--- src/rtl/sqrt_seq.sv ---
// ---------------------------------------------------------------------------
// sqrt_seq
// Sequential integer square root. One root bit is resolved per clock using
// the restoring digit-by-digit method. It takes N = (width+1)/2 cycles from
// the accepting edge to a single-cycle done pulse.
//
// Optional feature macro: SQRT_SEQ_REM_EN
//   defined   -> remainder output is registered and driven
//   undefined -> remainder output is tied to zero (root is unaffected)
//
// Ports
//   clk        in   clock, rising edge
//   rst_n      in   asynchronous active-low reset
//   start      in   request, sampled only while idle
//   a          in   radicand (width bits)
//   tc         in   1 = a is two's complement
//   busy       out  computation in progress
//   done       out  one-cycle completion pulse
//   root       out  floor(sqrt(|a|)), N bits
//   remainder  out  |a| - root^2, N+1 bits
//   neg        out  radicand was negative (magnitude was used)
// ---------------------------------------------------------------------------
module sqrt_seq #(
  parameter int width = 8
) (
  input  logic                    clk,
  input  logic                    rst_n,
  input  logic                    start,
  input  logic [width-1:0]        a,
  input  logic                    tc,
  output logic                    busy,
  output logic                    done,
  output logic [(width+1)/2-1:0]  root,
  output logic [(width+1)/2:0]    remainder,
  output logic                    neg
);

  localparam int N  = (width + 1) / 2;
  localparam int CW = $clog2(N + 1);

  typedef enum logic {
    IDLE,
    CALC
  } state_t;

  state_t           state_q, state_d;
  logic [CW-1:0]    cnt_q, cnt_d;
  logic [2*N-1:0]   rad_q, rad_d;
  logic [N+1:0]     prem_q, prem_d;
  logic [N-1:0]     proot_q, proot_d;
  logic             negAcc_q, negAcc_d;
  logic [N-1:0]     root_q, root_d;
  logic             neg_q, neg_d;
  logic             done_q, done_d;
  logic             busy_q, busy_d;
`ifdef SQRT_SEQ_REM_EN
  logic [N:0]       rem_q, rem_d;
`endif

  logic [width-1:0] mag;
  logic [N+3:0]     minuend;
  logic [N+3:0]     trial;
  logic [N:0]       rootShift;
  logic             trialNeg;
  logic             unusedBits;

  // Magnitude of the radicand. The most negative value maps onto
  // 2^(width-1), which still fits as a width-bit unsigned number.
  assign mag = (tc && a[width-1]) ? ((~a) + width'(1)) : a;

  // The trial subtraction is carried out with two spare bits so its sign
  // can be read directly. A non-negative trial means the next root bit is 1.
  assign minuend   = {prem_q, rad_q[2*N-1 -: 2]};
  assign trial     = minuend - {2'b00, proot_q, 2'b01};
  assign trialNeg  = trial[N+3];
  assign rootShift = {proot_q, ~trialNeg};

  // trial[N+2] is guaranteed zero for a valid trial, and the root's top
  // bit only leaves the register once the last iteration is done.
  assign unusedBits = ^{trial[N+2], rootShift[N]};

  always_comb begin
    state_d  = state_q;
    cnt_d    = cnt_q;
    rad_d    = rad_q;
    prem_d   = prem_q;
    proot_d  = proot_q;
    negAcc_d = negAcc_q;
    root_d   = root_q;
    neg_d    = neg_q;
    done_d   = 1'b0;
    busy_d   = busy_q;
`ifdef SQRT_SEQ_REM_EN
    rem_d    = rem_q;
`endif

    case (state_q)
      IDLE: begin
        if (start) begin
          rad_d            = '0;
          rad_d[width-1:0] = mag;
          prem_d           = '0;
          proot_d          = '0;
          negAcc_d         = tc & a[width-1];
          cnt_d            = CW'(N);
          busy_d           = 1'b1;
          state_d          = CALC;
        end
      end

      CALC: begin
        prem_d  = trialNeg ? minuend[N+1:0] : trial[N+1:0];
        proot_d = rootShift[N-1:0];
        rad_d   = rad_q << 2;
        cnt_d   = cnt_q - CW'(1);
        if (cnt_q == CW'(1)) begin
          busy_d  = 1'b0;
          done_d  = 1'b1;
          root_d  = rootShift[N-1:0];
          neg_d   = negAcc_q;
`ifdef SQRT_SEQ_REM_EN
          rem_d   = prem_d[N:0];
`endif
          state_d = IDLE;
        end
      end

      default: state_d = IDLE;
    endcase
  end

  always_ff @(posedge clk or negedge rst_n) begin
    if (!rst_n) begin
      state_q  <= IDLE;
      cnt_q    <= '0;
      rad_q    <= '0;
      prem_q   <= '0;
      proot_q  <= '0;
      negAcc_q <= 1'b0;
      root_q   <= '0;
      neg_q    <= 1'b0;
      done_q   <= 1'b0;
      busy_q   <= 1'b0;
`ifdef SQRT_SEQ_REM_EN
      rem_q    <= '0;
`endif
    end else begin
      state_q  <= state_d;
      cnt_q    <= cnt_d;
      rad_q    <= rad_d;
      prem_q   <= prem_d;
      proot_q  <= proot_d;
      negAcc_q <= negAcc_d;
      root_q   <= root_d;
      neg_q    <= neg_d;
      done_q   <= done_d;
      busy_q   <= busy_d;
`ifdef SQRT_SEQ_REM_EN
      rem_q    <= rem_d;
`endif
    end
  end

  assign busy = busy_q;
  assign done = done_q;
  assign root = root_q;
  assign neg  = neg_q;
`ifdef SQRT_SEQ_REM_EN
  assign remainder = rem_q;
`else
  assign remainder = '0;
`endif

endmodule

--- config.mk ---
export PLATFORM = sky130hd
export DESIGN_NAME = sqrt_seq
export DESIGN_NICKNAME = d
export VERILOG_FILES = /design/src/rtl/sqrt_seq.sv
export SDC_FILE = /design/constraint.sdc
export NUM_CORES = 1
export LEC_CHECK = 0
export CAP_MARGIN = 15
export CORE_ASPECT_RATIO = 1.1
export CORE_UTILIZATION = 45
export DETAILED_ROUTE_END_ITERATION = 8
export PLACE_DENSITY = 0.65
export SLEW_MARGIN = 10
export SYNTH_ARGS = -nofsm -noshare
export SYNTH_HDL_FRONTEND = slang
export SYNTH_SLANG_ARGS = --single-unit
export TNS_END_PERCENT = 20
--- constraint.sdc ---
create_clock -name clk -period 4.5 [get_ports clk]
set_input_delay 1.125 -clock clk [delete_from_list [all_inputs] [get_ports clk]]
set_output_delay 1.125 -clock clk [all_outputs]
set_load 0.01 [all_outputs]
==> metrics.csv <==
metric,value,unit
hpwl,2410,um
crit_type,in2reg,
required,4720,ps
crit_path_end_kind,register,
cts.sinks,30,
core_area,0.00344,mm2
period_share,56.0,%
skew,6.96,ps
async_flop_share,100,%
finalSetupViolations,0,
drive_above_1_share,5.91,%
powerDensity,744,mW/mm2
finalPower,1.45,mW
hold_class,reg2reg,
hold_violations,0,
max_slew.worst_pin.slew,1090,ps
antenna_found_initial,0,
grt_setup_unrepaired,false,
cts_resized,0,
cts_setup_buffers,0,
ant_nets,0,
hold_start,root[3]$_DFFE_PN0P_,
p_leak,0.880,nW
routedWlPerCell,13.0,um
cts_tree,yes,
drv_slew,0,
final_area,0.00195,mm2
detail_route.iter0.violations,27,
timing.rr.start,prem_q[3]$_DFFE_PN0P_,
die_w,60.1,um
drv_cap,0,
fmax,397,MHz
dp.cells,243,
grt_first_pass_wirelength,5820,um
dr.pass1.iters,3,
hold_depth,2,
final_common_cell,dfrtp_1,
worst_r2r_endpoint,prem_q[1]$_DFFE_PN0P_,
vias,1348,
r2r_slack,2450,ps
stdcell_count,251,
vias_per_cell,5.37,
relSlewSlack,27.4,%
finish.utilization,56.5,%
start_util,48.5,%
finalSetupTns,0,ps
synth_cell_types,37,
synth_cells,184,
rows,22,
cts.htree.levels,2,
track_usage,19.7,%
wl,3250,um
cts_made_buffers,5,
clock_path_buffers,2,
synth_flop_cell,dfrtp_1,
min_to,root[3]$_DFFE_PN0P_,
die_h,65.9,um
ys_ff_latch,30,
place_area,0.00187,mm2
hold_buffers,0,
worst_r2r_path_depth,6,
layout_common_cells,"30 x dfrtp_1, 29 x nand2_1, 18 x clkdlybuf4s50_1, 17 x o21ai_0, 11 x inv_1",
area_delta_synth_final,16.6,%
drc,0,
port_buffers,18,
clock_latency,320,ps
grt-ovfl-total,0,
nets,222,
dieArea,0.00396,mm2
clk_pin_slew,100,ps
syn-cell-area,0.00167,mm2
clock-root-buffer,clkbuf_4,
startpoint_type,input port,
grt_max_degree,39,
ys_warn_count,0,
place_congestion,0.834,
status,completed,
min_period,2520,ps
ir_worst_vdd,317,uV
synth_edf_count,0,
cp_max_fo,19,
cp_data_arrival_time,2740,ps
antenna_cells,0,
seq_area_frac_synth,45.0,%
grt_pass1_vias,1359,
ioPinCount,24,
syn_avg_cell_area,9.07,um2
state kept, by name (all words and copies together), names as in the netlist:
register	cells
neg	1
state_q	1
prem_q	6
root	4
cnt_q	3
rad_q	8
busy	1
negAcc_q	1
proot_q	4
done	1
synth_stat cells, types with 5 or more instances:
library cell  instances  area [um2]
clkbuf_1              5        18.8
nor3_1                7        35.0
nand2_1              29         109
dfrtp_1              30         751
ha_1                  8         100
nor2_1                9        33.8
a21oi_1               6        30.0
buf_4                 5        37.5
o21ai_0              17        85.1
nand3_1               8        40.0
inv_1                11        41.3
o211ai_1              5        37.5
worst max-delay path, stage by stage:
cell and delay (ps):
clkdlybuf4s50_1 930, nor2_1 310, mux2_2 370
through the flow:
step,setup WS (ps),hold slack (ps)
4_1_cts,1990,492
6_report,1980,486
3_5_place_dp,1630,468
2_1_floorplan,2390,438
5_1_grt,1810,522
3_3_place_gp,1670,458
worst max-delay path by stage:
stage / from / end / cells past startpoint / slack (ps)
floorplan: start / rad_q[0]$_DFFE_PN0P_ / 4 / 2390
global placement: start / cnt_q[0]$_DFFE_PN0P_ / 3 / 1670
detailed placement: start / cnt_q[0]$_DFFE_PN0P_ / 3 / 1630
CTS: start / cnt_q[0]$_DFFE_PN0P_ / 3 / 1990
global route: start / prem_q[4]$_DFFE_PN0P_ / 4 / 1810
finish: start / cnt_q[0]$_DFFE_PN0P_ / 3 / 1980
cells by family after synthesis:
family / Yosys count / share of synthesized area, %
mux: 5 / 3.07
simple gates: 67 / 19.3
flops: 30 / 45.0
buf+inv: 23 / 6.30
compound gates: 43 / 16.4
fa+ha+maj: 8 / 6.00
other cells: 1 / 0.225
xor+xnor: 7 / 3.67
routing by layer:
metal / global-route usage [%] / vias up / routed length (um)
met4: 10.2 / 0 / 79
met5: 0 / - / 0
met1: 23.2 / 638 / 1460
met3: 4.89 / 10 / 121
li1: - / 669 / -
met2: 32.6 / 31 / 1590
power breakdown:
part	total [mW]	switching, mW	internal (mW)
registers	0.520	0.126	0.394
clock network	0.209	0.0943	0.115
logic	0.718	0.366	0.353
final cells by class:
class | count | area (um2)
fillers | 338 | 1500
multi-input cells | 135 | 828
flip-flops and latches | 30 | 751
repair buffers | 19 | 188
well taps | 48 | 60.1
inverters | 11 | 41.3
clock inverters | 3 | 40.0
clock buffers | 5 | 37.5
(Power assumes the default switching activity.)
